### config.mk
export PLATFORM = sky130hd
export DESIGN_NAME = ex_div_unit_flat
export DESIGN_NICKNAME = d
export VERILOG_FILES = /design/src/rtl/muldiv_pkg.sv /design/src/rtl/ex_div_unit_if.sv /design/src/rtl/div_step.sv /design/src/rtl/ex_div_unit.sv /design/src/flat_wrapper.sv
export SDC_FILE = /design/constraint.sdc
export NUM_CORES = 1
export LEC_CHECK = 0
export CELL_PAD_IN_SITES_DETAIL_PLACEMENT = 0
export CELL_PAD_IN_SITES_GLOBAL_PLACEMENT = 1
export CORE_MARGIN = 1.5
export CORE_UTILIZATION = 48
export DETAILED_ROUTE_END_ITERATION = 16
export DONT_BUFFER_PORTS = 1
export PLACE_DENSITY_LB_ADDON = 0.1
export SLEW_MARGIN = 20
export SYNTH_ARGS = -nofsm -noshare
export SYNTH_HDL_FRONTEND = slang
export SYNTH_HIERARCHICAL = 1
export SYNTH_SLANG_ARGS = --single-unit
export TNS_END_PERCENT = 30
### constraint.sdc
create_clock -name clk -period 5.77 [get_ports clk]
set_input_delay 1.154 -clock clk [delete_from_list [all_inputs] [get_ports clk]]
set_output_delay 1.154 -clock clk [all_outputs]
set_load 0.01 [all_outputs]
### src/rtl/muldiv_pkg.sv
// ---------------------------------------------------------------------------
// muldiv_pkg
// Declarations shared by the execute-stage divide unit, its interface and its
// testbench.
//   div_op_e    : operation encoding carried on the 2-bit op field
//   div_state_e : divider sequencer states
//   DIV_ITERS   : iteration count of a full-width divide (equals DATA_WIDTH)
//   MIN_INT     : most negative 32-bit value (dividend of signed overflow)
//   NEG_ONE     : all-ones 32-bit value (divisor of signed overflow)
// Optional feature macro used by the divide unit: DIV_EARLY_OUT_EN
// ---------------------------------------------------------------------------
package muldiv_pkg;

    localparam int          DIV_ITERS = 32;
    localparam logic [31:0] MIN_INT   = 32'h8000_0000;
    localparam logic [31:0] NEG_ONE   = 32'hFFFF_FFFF;

    typedef enum logic [1:0] {
        OP_DIV  = 2'b00,
        OP_DIVU = 2'b01,
        OP_REM  = 2'b10,
        OP_REMU = 2'b11
    } div_op_e;

    typedef enum logic [1:0] {
        S_IDLE = 2'b00,
        S_CALC = 2'b01,
        S_DONE = 2'b10
    } div_state_e;

    // DIV and REM interpret operands as two's complement.
    function automatic logic op_is_signed(input div_op_e op);
        return (op == OP_DIV) || (op == OP_REM);
    endfunction

    // REM and REMU return the remainder rather than the quotient.
    function automatic logic op_is_rem(input div_op_e op);
        return (op == OP_REM) || (op == OP_REMU);
    endfunction

endpackage

### src/rtl/ex_div_unit_if.sv
// ---------------------------------------------------------------------------
// ex_div_unit_if
// Connection between the execute stage and the divide unit.
//   start  : divide op present in EX this cycle
//   op     : 00 DIV, 01 DIVU, 10 REM, 11 REMU
//   RD1E   : dividend          RD2E : divisor          RdE : destination reg
//   flush  : abort the current operation (branch/jump flush)
//   busy   : unit not idle     stall : freeze IF/ID, ID/EX and PC
//   done   : one-cycle pulse, result and RdOut valid
//   result : quotient or remainder
//   RdOut  : destination register of the completed operation
// Modports: master = execute-stage side, slave = divide unit.
// ---------------------------------------------------------------------------
interface ex_div_unit_if #(
    parameter int DATA_WIDTH = 32
);
    logic                  start;
    logic [1:0]            op;
    logic [DATA_WIDTH-1:0] RD1E;
    logic [DATA_WIDTH-1:0] RD2E;
    logic [4:0]            RdE;
    logic                  flush;
    logic                  busy;
    logic                  stall;
    logic                  done;
    logic [DATA_WIDTH-1:0] result;
    logic [4:0]            RdOut;

    modport master (
        output start, op, RD1E, RD2E, RdE, flush,
        input  busy, stall, done, result, RdOut
    );

    modport slave (
        input  start, op, RD1E, RD2E, RdE, flush,
        output busy, stall, done, result, RdOut
    );
endinterface

### src/rtl/div_step.sv
// ---------------------------------------------------------------------------
// div_step
// One combinational restoring-division iteration. The {rem, quo} pair is
// shifted left by one, pulling the next dividend bit (quo MSB) into the
// partial remainder; the divisor is trial-subtracted and the difference kept
// when it is non-negative, in which case the new quotient LSB is 1.
//   rem      : partial remainder (always < dvs on entry)
//   quo      : quotient bits so far, unshifted dividend bits in the upper part
//   dvs      : divisor magnitude (non-zero)
//   rem_next : partial remainder after this step
//   quo_next : quotient after this step
// ---------------------------------------------------------------------------
module div_step #(
    parameter int DATA_WIDTH = 32
) (
    input  logic [DATA_WIDTH-1:0] rem,
    input  logic [DATA_WIDTH-1:0] quo,
    input  logic [DATA_WIDTH-1:0] dvs,
    output logic [DATA_WIDTH-1:0] rem_next,
    output logic [DATA_WIDTH-1:0] quo_next
);
    // One extra bit: the shifted remainder can reach 2*dvs-1, and the MSB of
    // the difference is the borrow that says the subtraction went negative.
    logic [DATA_WIDTH:0] trial;

    // NOTE: every output gets a value on every path through always_comb,
    // otherwise synthesis infers a latch to hold the old value.
    always_comb begin
        trial    = {rem, quo[DATA_WIDTH-1]} - {1'b0, dvs};
        rem_next = {rem[DATA_WIDTH-2:0], quo[DATA_WIDTH-1]};
        quo_next = {quo[DATA_WIDTH-2:0], 1'b0};
        if (!trial[DATA_WIDTH]) begin
            rem_next = trial[DATA_WIDTH-1:0];
            quo_next = {quo[DATA_WIDTH-2:0], 1'b1};
        end
    end
endmodule

### src/rtl/ex_div_unit.sv
// ---------------------------------------------------------------------------
// ex_div_unit
// Iterative integer divide/remainder unit in the execute stage. Accepts a
// divide op from ID/EX, stalls the front of the pipeline while it performs
// DATA_WIDTH restoring-division steps, then pulses done for one cycle with
// the result and destination register for the EX/MEM path.
// Divide-by-zero and signed overflow complete one cycle after start.
// Ports:
//   clk : rising-edge clock
//   rst : synchronous active-high reset
//   bus : ex_div_unit_if.slave (start/op/operands/flush in, status/result out)
// Parameters:
//   DATA_WIDTH : operand/result width (<= 32), also the iteration count
// Build option:
//   DIV_EARLY_OUT_EN : when defined, |divisor| > |dividend| completes one
//                      cycle after start (quotient 0, remainder = dividend).
// ---------------------------------------------------------------------------
module ex_div_unit
    import muldiv_pkg::*;
#(
    parameter int DATA_WIDTH = DIV_ITERS
) (
    input logic           clk,
    input logic           rst,
    ex_div_unit_if.slave  bus
);
    localparam int CNT_W = $clog2(DATA_WIDTH);
    localparam logic [DATA_WIDTH-1:0] MIN_VAL  = DATA_WIDTH'(MIN_INT >> (DIV_ITERS - DATA_WIDTH));
    localparam logic [DATA_WIDTH-1:0] ALL_ONES = DATA_WIDTH'(NEG_ONE);

    div_state_e            state_q, state_d;
    logic [CNT_W-1:0]      cnt_q;
    logic [DATA_WIDTH-1:0] rem_q, quo_q, dvs_q;
    div_op_e               op_q;
    logic [4:0]            rd_q;
    logic                  q_neg_q, r_neg_q;
    logic [DATA_WIDTH-1:0] result_q;
    logic [4:0]            rd_out_q;
    logic                  stall;

    // Operand decode for the op presented in IDLE
    div_op_e               op_in;
    logic                  in_signed, dvd_neg, dvs_neg, q_neg;
    logic                  div_zero, ovf, early, fast, accept;
    logic [DATA_WIDTH-1:0] dvd_mag, dvs_mag, fast_result;

    // Iteration datapath
    logic [DATA_WIDTH-1:0] rem_n, quo_n, calc_result;

    // Applies the sign rules to unsigned magnitudes: DIV quotient is negative
    // when the operand signs differ, REM remainder follows the dividend.
    function automatic logic [DATA_WIDTH-1:0] pick_result(
        input div_op_e               op,
        input logic [DATA_WIDTH-1:0] q,
        input logic [DATA_WIDTH-1:0] r,
        input logic                  qn,
        input logic                  rn
    );
        logic [DATA_WIDTH-1:0] res;
        case (op)
            OP_DIV:  res = qn ? -q : q;
            OP_REM:  res = rn ? -r : r;
            OP_DIVU: res = q;
            default: res = r;
        endcase
        return res;
    endfunction

    always_comb begin
        op_in     = div_op_e'(bus.op);
        in_signed = op_is_signed(op_in);
        dvd_neg   = in_signed & bus.RD1E[DATA_WIDTH-1];
        dvs_neg   = in_signed & bus.RD2E[DATA_WIDTH-1];
        q_neg     = dvd_neg ^ dvs_neg;
        dvd_mag   = dvd_neg ? -bus.RD1E : bus.RD1E;
        dvs_mag   = dvs_neg ? -bus.RD2E : bus.RD2E;
        div_zero  = (bus.RD2E == '0);
        ovf       = in_signed && (bus.RD1E == MIN_VAL) && (bus.RD2E == ALL_ONES);
`ifdef DIV_EARLY_OUT_EN
        // A non-zero divisor is implied: dvs_mag > dvd_mag >= 0.
        early     = (dvs_mag > dvd_mag);
`else
        early     = 1'b0;
`endif
        fast      = div_zero | ovf | early;
        accept    = (state_q == S_IDLE) && bus.start && !bus.flush;

        if (div_zero) begin
            fast_result = op_is_rem(op_in) ? bus.RD1E : ALL_ONES;
        end else if (ovf) begin
            fast_result = op_is_rem(op_in) ? '0 : MIN_VAL;
        end else begin
            // Early out: quotient 0, remainder is the dividend magnitude.
            fast_result = pick_result(op_in, '0, dvd_mag, q_neg, dvd_neg);
        end
    end

    div_step #(.DATA_WIDTH(DATA_WIDTH)) u_step (
        .rem      (rem_q),
        .quo      (quo_q),
        .dvs      (dvs_q),
        .rem_next (rem_n),
        .quo_next (quo_n)
    );

    assign calc_result = pick_result(op_q, quo_n, rem_n, q_neg_q, r_neg_q);

    // Next-state and stall
    always_comb begin
        state_d = state_q;
        stall   = 1'b0;
        case (state_q)
            S_IDLE: begin
                if (accept) begin
                    stall   = 1'b1;
                    state_d = fast ? S_DONE : S_CALC;
                end
            end
            S_CALC: begin
                stall = 1'b1;
                if (bus.flush) begin
                    state_d = S_IDLE;
                end else if (cnt_q == '0) begin
                    state_d = S_DONE;
                end
            end
            default: state_d = S_IDLE;   // DONE lasts one cycle; starts here are ignored
        endcase
    end

    // NOTE: all sequential state is written with non-blocking assignments so
    // every register samples the pre-edge values regardless of statement order.
    always_ff @(posedge clk) begin
        if (rst) begin
            state_q  <= S_IDLE;
            cnt_q    <= '0;
            rem_q    <= '0;
            quo_q    <= '0;
            dvs_q    <= '0;
            op_q     <= OP_DIV;
            rd_q     <= '0;
            q_neg_q  <= 1'b0;
            r_neg_q  <= 1'b0;
            result_q <= '0;
            rd_out_q <= '0;
        end else begin
            state_q <= state_d;
            case (state_q)
                S_IDLE: begin
                    if (accept) begin
                        op_q    <= op_in;
                        rd_q    <= bus.RdE;
                        q_neg_q <= q_neg;
                        r_neg_q <= dvd_neg;
                        rem_q   <= '0;
                        quo_q   <= dvd_mag;
                        dvs_q   <= dvs_mag;
                        cnt_q   <= CNT_W'(DATA_WIDTH - 1);
                        if (fast) begin
                            result_q <= fast_result;
                            rd_out_q <= bus.RdE;
                        end
                    end
                end
                S_CALC: begin
                    if (!bus.flush) begin
                        rem_q <= rem_n;
                        quo_q <= quo_n;
                        cnt_q <= cnt_q - 1'b1;
                        // The last step's outputs go straight to the result
                        // register so they are valid throughout DONE.
                        if (cnt_q == '0) begin
                            result_q <= calc_result;
                            rd_out_q <= rd_q;
                        end
                    end
                end
                default: ;
            endcase
        end
    end

    assign bus.busy   = (state_q != S_IDLE);
    assign bus.done   = (state_q == S_DONE);
    assign bus.stall  = stall;
    assign bus.result = result_q;
    assign bus.RdOut  = rd_out_q;

endmodule

### src/flat_wrapper.sv
// flat-port wrapper written by rule: the top's interface ports become plain ports
module ex_div_unit_flat import muldiv_pkg::*;
#(
    parameter int DATA_WIDTH = DIV_ITERS
)
  (clk, rst, bus_start, bus_op, bus_RD1E, bus_RD2E, bus_RdE, bus_flush, bus_busy, bus_stall, bus_done, bus_result, bus_RdOut);
  ex_div_unit_if #(.DATA_WIDTH(DATA_WIDTH)) bus_i ();
  input logic clk;
  input logic rst;
  input wire logic [$bits(bus_i.start)-1:0] bus_start;
  input wire logic [$bits(bus_i.op)-1:0] bus_op;
  input wire logic [$bits(bus_i.RD1E)-1:0] bus_RD1E;
  input wire logic [$bits(bus_i.RD2E)-1:0] bus_RD2E;
  input wire logic [$bits(bus_i.RdE)-1:0] bus_RdE;
  input wire logic [$bits(bus_i.flush)-1:0] bus_flush;
  output wire logic [$bits(bus_i.busy)-1:0] bus_busy;
  output wire logic [$bits(bus_i.stall)-1:0] bus_stall;
  output wire logic [$bits(bus_i.done)-1:0] bus_done;
  output wire logic [$bits(bus_i.result)-1:0] bus_result;
  output wire logic [$bits(bus_i.RdOut)-1:0] bus_RdOut;
  assign bus_i.start = bus_start;
  assign bus_i.op = bus_op;
  assign bus_i.RD1E = bus_RD1E;
  assign bus_i.RD2E = bus_RD2E;
  assign bus_i.RdE = bus_RdE;
  assign bus_i.flush = bus_flush;
  assign bus_busy = bus_i.busy;
  assign bus_stall = bus_i.stall;
  assign bus_done = bus_i.done;
  assign bus_result = bus_i.result;
  assign bus_RdOut = bus_i.RdOut;
  ex_div_unit #(.DATA_WIDTH(DATA_WIDTH)) u_core (.clk(clk), .rst(rst), .bus(bus_i));
endmodule
==> metrics.md <==
| Metric | Value |
|---|---|
| Status | complete, no violations |
| Drt pass-1 iters | 5 |
| Switching pwr | 953 uW |
| Minimum clock period | 5.46 ns |
| Critical Path Most Common Cell | o2111ai_2 |
| Internal power | 2000 uW |
| Final setup fails | 0 |
| Final hold viol count | 0 |
| CP max-delay cell | fa_1 |
| Clk_skew | about 0.012 ns |
| Reg power frac | 38.1% |
| Setup total negative slack | 0 ns |
| Area of the core | 25,300 um^2 |
| Switching Fraction | between 30% and 40% |
| HP Class | flop to flop |
| Share of layout cells above drive strength 1 | under 10% |
| Initial antenna violation count | 1 |
| Syn nets | 1,765 |
| Fillcell total | 2,584 |
| Logic gate share of total power | 23.3% |
| Largest net degree at the start of global routing | 150 |
| Post-DRT Antenna Nets | 0 |
| Power per cell area | 228 nW/um^2 |
| RD Place Congestion | 0.866 |
| Seq/Total Area, Yosys | 24.0% |
| Reg2Reg Depth | 23 |
| Delay-heaviest family, CP | compound AO/OA/AOI/OAI gates |
| LEAKAGE | 0.00469 uW |
| Die area | 26,800 um^2 |
| Commonest non-fill, non-tap cell in the layout | nor2_1 |
| Worst skew pair latency | 0.43 ns |
| Ports | 115 |
| Mapped Cells | between 1.5k and 2k |
| Worst setup path category | flop to flop |
| Global Route Usage Sum | approximately 27% |
| Total routed wirelength | 36,700 um |
| VDD IR max | 192 uV |
| Max cap viols | 0 |
| Critical R2R Capture | u_core/bus.result[23] |
| Post-CTS Hold Fix Bufs | 0 |
| CTS Root Cell | clkbuf_16 |
| CP startpoint | u_core/quo_q[31] |
| Fin nets | ~1.7k |
| Ys flop type | dfxtp_1 |
| Synthesized flop and latch total | 149 |
| Number of buffers added on ports | 0 |
| Crit path buf inv count | 3 |
| Clock power share | between 30% and 40% |
| Fin. max-slew vios | 0 |
| Number of synthesized flops with an enable pin | 0 |
| H-tree depth | 4 |
| Cell variety after synth | between 90 and 100 |
| Die X | 164 um |
| Wire length of the first global-routing pass | 57,800 um |
| Critical path depth | 23 |
| Multi-input gate area | 8490 um^2 |
| CP arrival | 5.81 ns |
| Crit path capture type | flop |
| Grt total ovfl | 0 |
| RR Startpoint | u_core/quo_q[31] |
| Syn Std Cell Area | 12,400 um^2 |
| Slew of the pin with the lowest slew margin | 0.987 ns |
| Iter 0 DRT Violations | just over 800 |
| Via count | 11.5k |
| CTS sink count | 149 |
| Max Root-Sink Buffers | 2 |
| PnR Total Power | around 3000 uW |
| # diodes | 0 |
| # rows | slightly below 60 |
| Wirelength per Cell | 19.3 um |
| Max FO, Critical Path | 13 |
| WP data required | about 6 ns |
| Starting Density | 49.2% |
| Synth Warn # | 6 |
| Share of flip-flops with an asynchronous set or reset | 0% |
| Final HPWL DP | 27,300 um |
| Fmax | roughly 180 MHz |
| Slack of the worst reg-to-reg path | 0.31 ns |
| Mapped Avg Cell Area | 7.53 um^2 |
| FF/Latch Area | between 2000 and 3000 um^2 |
| CTS Buf Count | 17 |
| Crit path to | u_core/bus.result[23] |
| TritonCTS clock tree | yes |
| DR vias/cell | 6.03 |
| Vias in the first global route | 10.6k |
| Worst setup SP type | flop |
| Clock Pin Slew Worst Setup and Hold Paths | roughly 0.070 ns |
| Hold slack | between 0.4 and 0.5 ns |
| Layout area overhead | 4.28% |
| Fin crit share | 94.7% |
| Max stage delay on crit path | 0.40 ns |
| Commonest non-fill, non-tap cells in the layout | nor2_1 (232), dfxtp_1 (148), a21oi_1 (144), nand2_1 (112), o21ai_0 (84) |
| Cells along the critical path | inv_1 > ha_1 > fa_1 > and2b_1 > o2111ai_2 > a21oi_2 > o2111ai_2 > a211oi_2 > nor2_4 > mux2i_4 > and2_4 > inv_8 > buf_4 > mux2_2 > or3_1 > nor3_1 > nand2b_1 > o31ai_2 > xnor2_1 > or2_2 > a21oi_1 > a2111o_1 > a311oi_2 |
| Post-route DRC | 0 |
| Max_slew headroom | 33.8% |
| Die height | 164 um |
==> layout make-up <==
cell class                      count  share of cell area (%)
Inverter                           54                    1.62
Sequential cell                   149                    23.0
Clock inverter                     14                    1.15
Multi-Input combinational cell   1304                    65.6
Timing Repair Buffer               35                    2.03
Tap cell                          330                    3.19
Clock buffer                       18                    3.39
==> routing by layer <==
metal / up-vias / track usage, % / routed length, um
li1: 5765 / - / -
met1: 5352 / 37.8 / 17600
met2: 323 / 43.5 / 16300
met3: 36 / 5.15 / 2160
met4: 2 / 7.48 / 654
met5: - / 0 / 12
==> logic make-up (layout without fill, tap and decap cells) <==
logic type	Yosys count	count (layout)	share of synthesized area (%)
DFF	149	149	24.0
buffers and inverters	197	121	8.09
AOI/OAI and AO/OA	511	511	28.1
and+or+nand+nor	573	573	21.8
muxes	28	28	3.17
xor gates and xnor gates	152	152	10.7
adders and majority gates	40	40	4.09
==> state kept, by name, indices dropped and copies added (netlist names) <==
| signal | count |
|---|---|
| u_core/quo_q | 32 |
| u_core/q_neg_q | 1 |
| u_core/rd_q | 5 |
| u_core/r_neg_q | 1 |
| u_core/rem_q | 32 |
| u_core/dvs_q | 32 |
| u_core/op_q | 2 |
| u_core/bus.RdOut | 5 |
| u_core/cnt_q | 5 |
| u_core/bus.result | 32 |
| u_core/state_q | 2 |
==> worst min-delay path by stage <==
stage               depth (start not counted)  slack, ns                to        startpoint
global placement                            2       0.44    u_core/rd_q[2]    u_core/rd_q[2]
floorplan                                   2       0.43  u_core/dvs_q[26]  u_core/dvs_q[26]
global route                                2       0.48    u_core/rd_q[0]    u_core/rd_q[0]
detailed placement                          2       0.44    u_core/rd_q[4]    u_core/rd_q[4]
finish                                      2       0.45  u_core/dvs_q[26]  u_core/dvs_q[26]
CTS                                         2       0.45    u_core/rd_q[4]    u_core/rd_q[4]
==> power groups by stage <==
stage | registers, uW | clock network, uW | logic [uW]
4_1_cts | 1120 | 1160 | 674
2_1_floorplan | 1120 | 0 | 590
3_3_place_gp | 1150 | 0 | 671
6_report | 1130 | 1140 | 687
5_1_grt | 1130 | 1210 | 763
3_5_place_dp | 1150 | 0 | 670
==> what timing repair did <==
action | in CTS | in global routing
gates resized for setup | 0 | 7
setup buffers | 0 | 0
setup endpoints to repair | 0 | 13
hold endpoints to repair | 0 | 0
==> synth_stat cells, drive strengths merged (21+ instances only) <==
cell    count  area [um^2]
nor3       52          265
nand2     113          427
dfxtp     149         2980
a31oi      24          150
o21ai      90          454
ha         39          488
a211oi     57          438
mux2       24          342
o211ai     29          218
or3        23          144
buf        55          450
a311oi     26          347
a22oi      32          240
nand3      31          155
nor2      237          897
xnor2      83          727
inv        54          210
clkbuf     86          323
xor2       69          604
a21oi     146          738
nand2b     21          131
o31ai      21          158
==> worst min-delay path: stages, from the launching register on <==
cell and delay, ns:
dfxtp_1 0.31, nand2_1 0.05, a21oi_1 0.05
==> metrics by stage <==
stage | cells | utilization [%] | instance area, um^2 | worst slack, ns
floorplan | 1650 | - | 12400 | 0.462
global placement | 1872 | 48.8 | 12300 | 0.199
detailed placement | 1872 | 48.8 | 12300 | 0.112
CTS | 1904 | 51.1 | 12900 | 0.0703
global route | 1904 | 51.3 | 12900 | -0.0190
finish | 1904 | 51.3 | 12900 | 0.309
No activity file was read; power rests on OpenSTA's default activity.
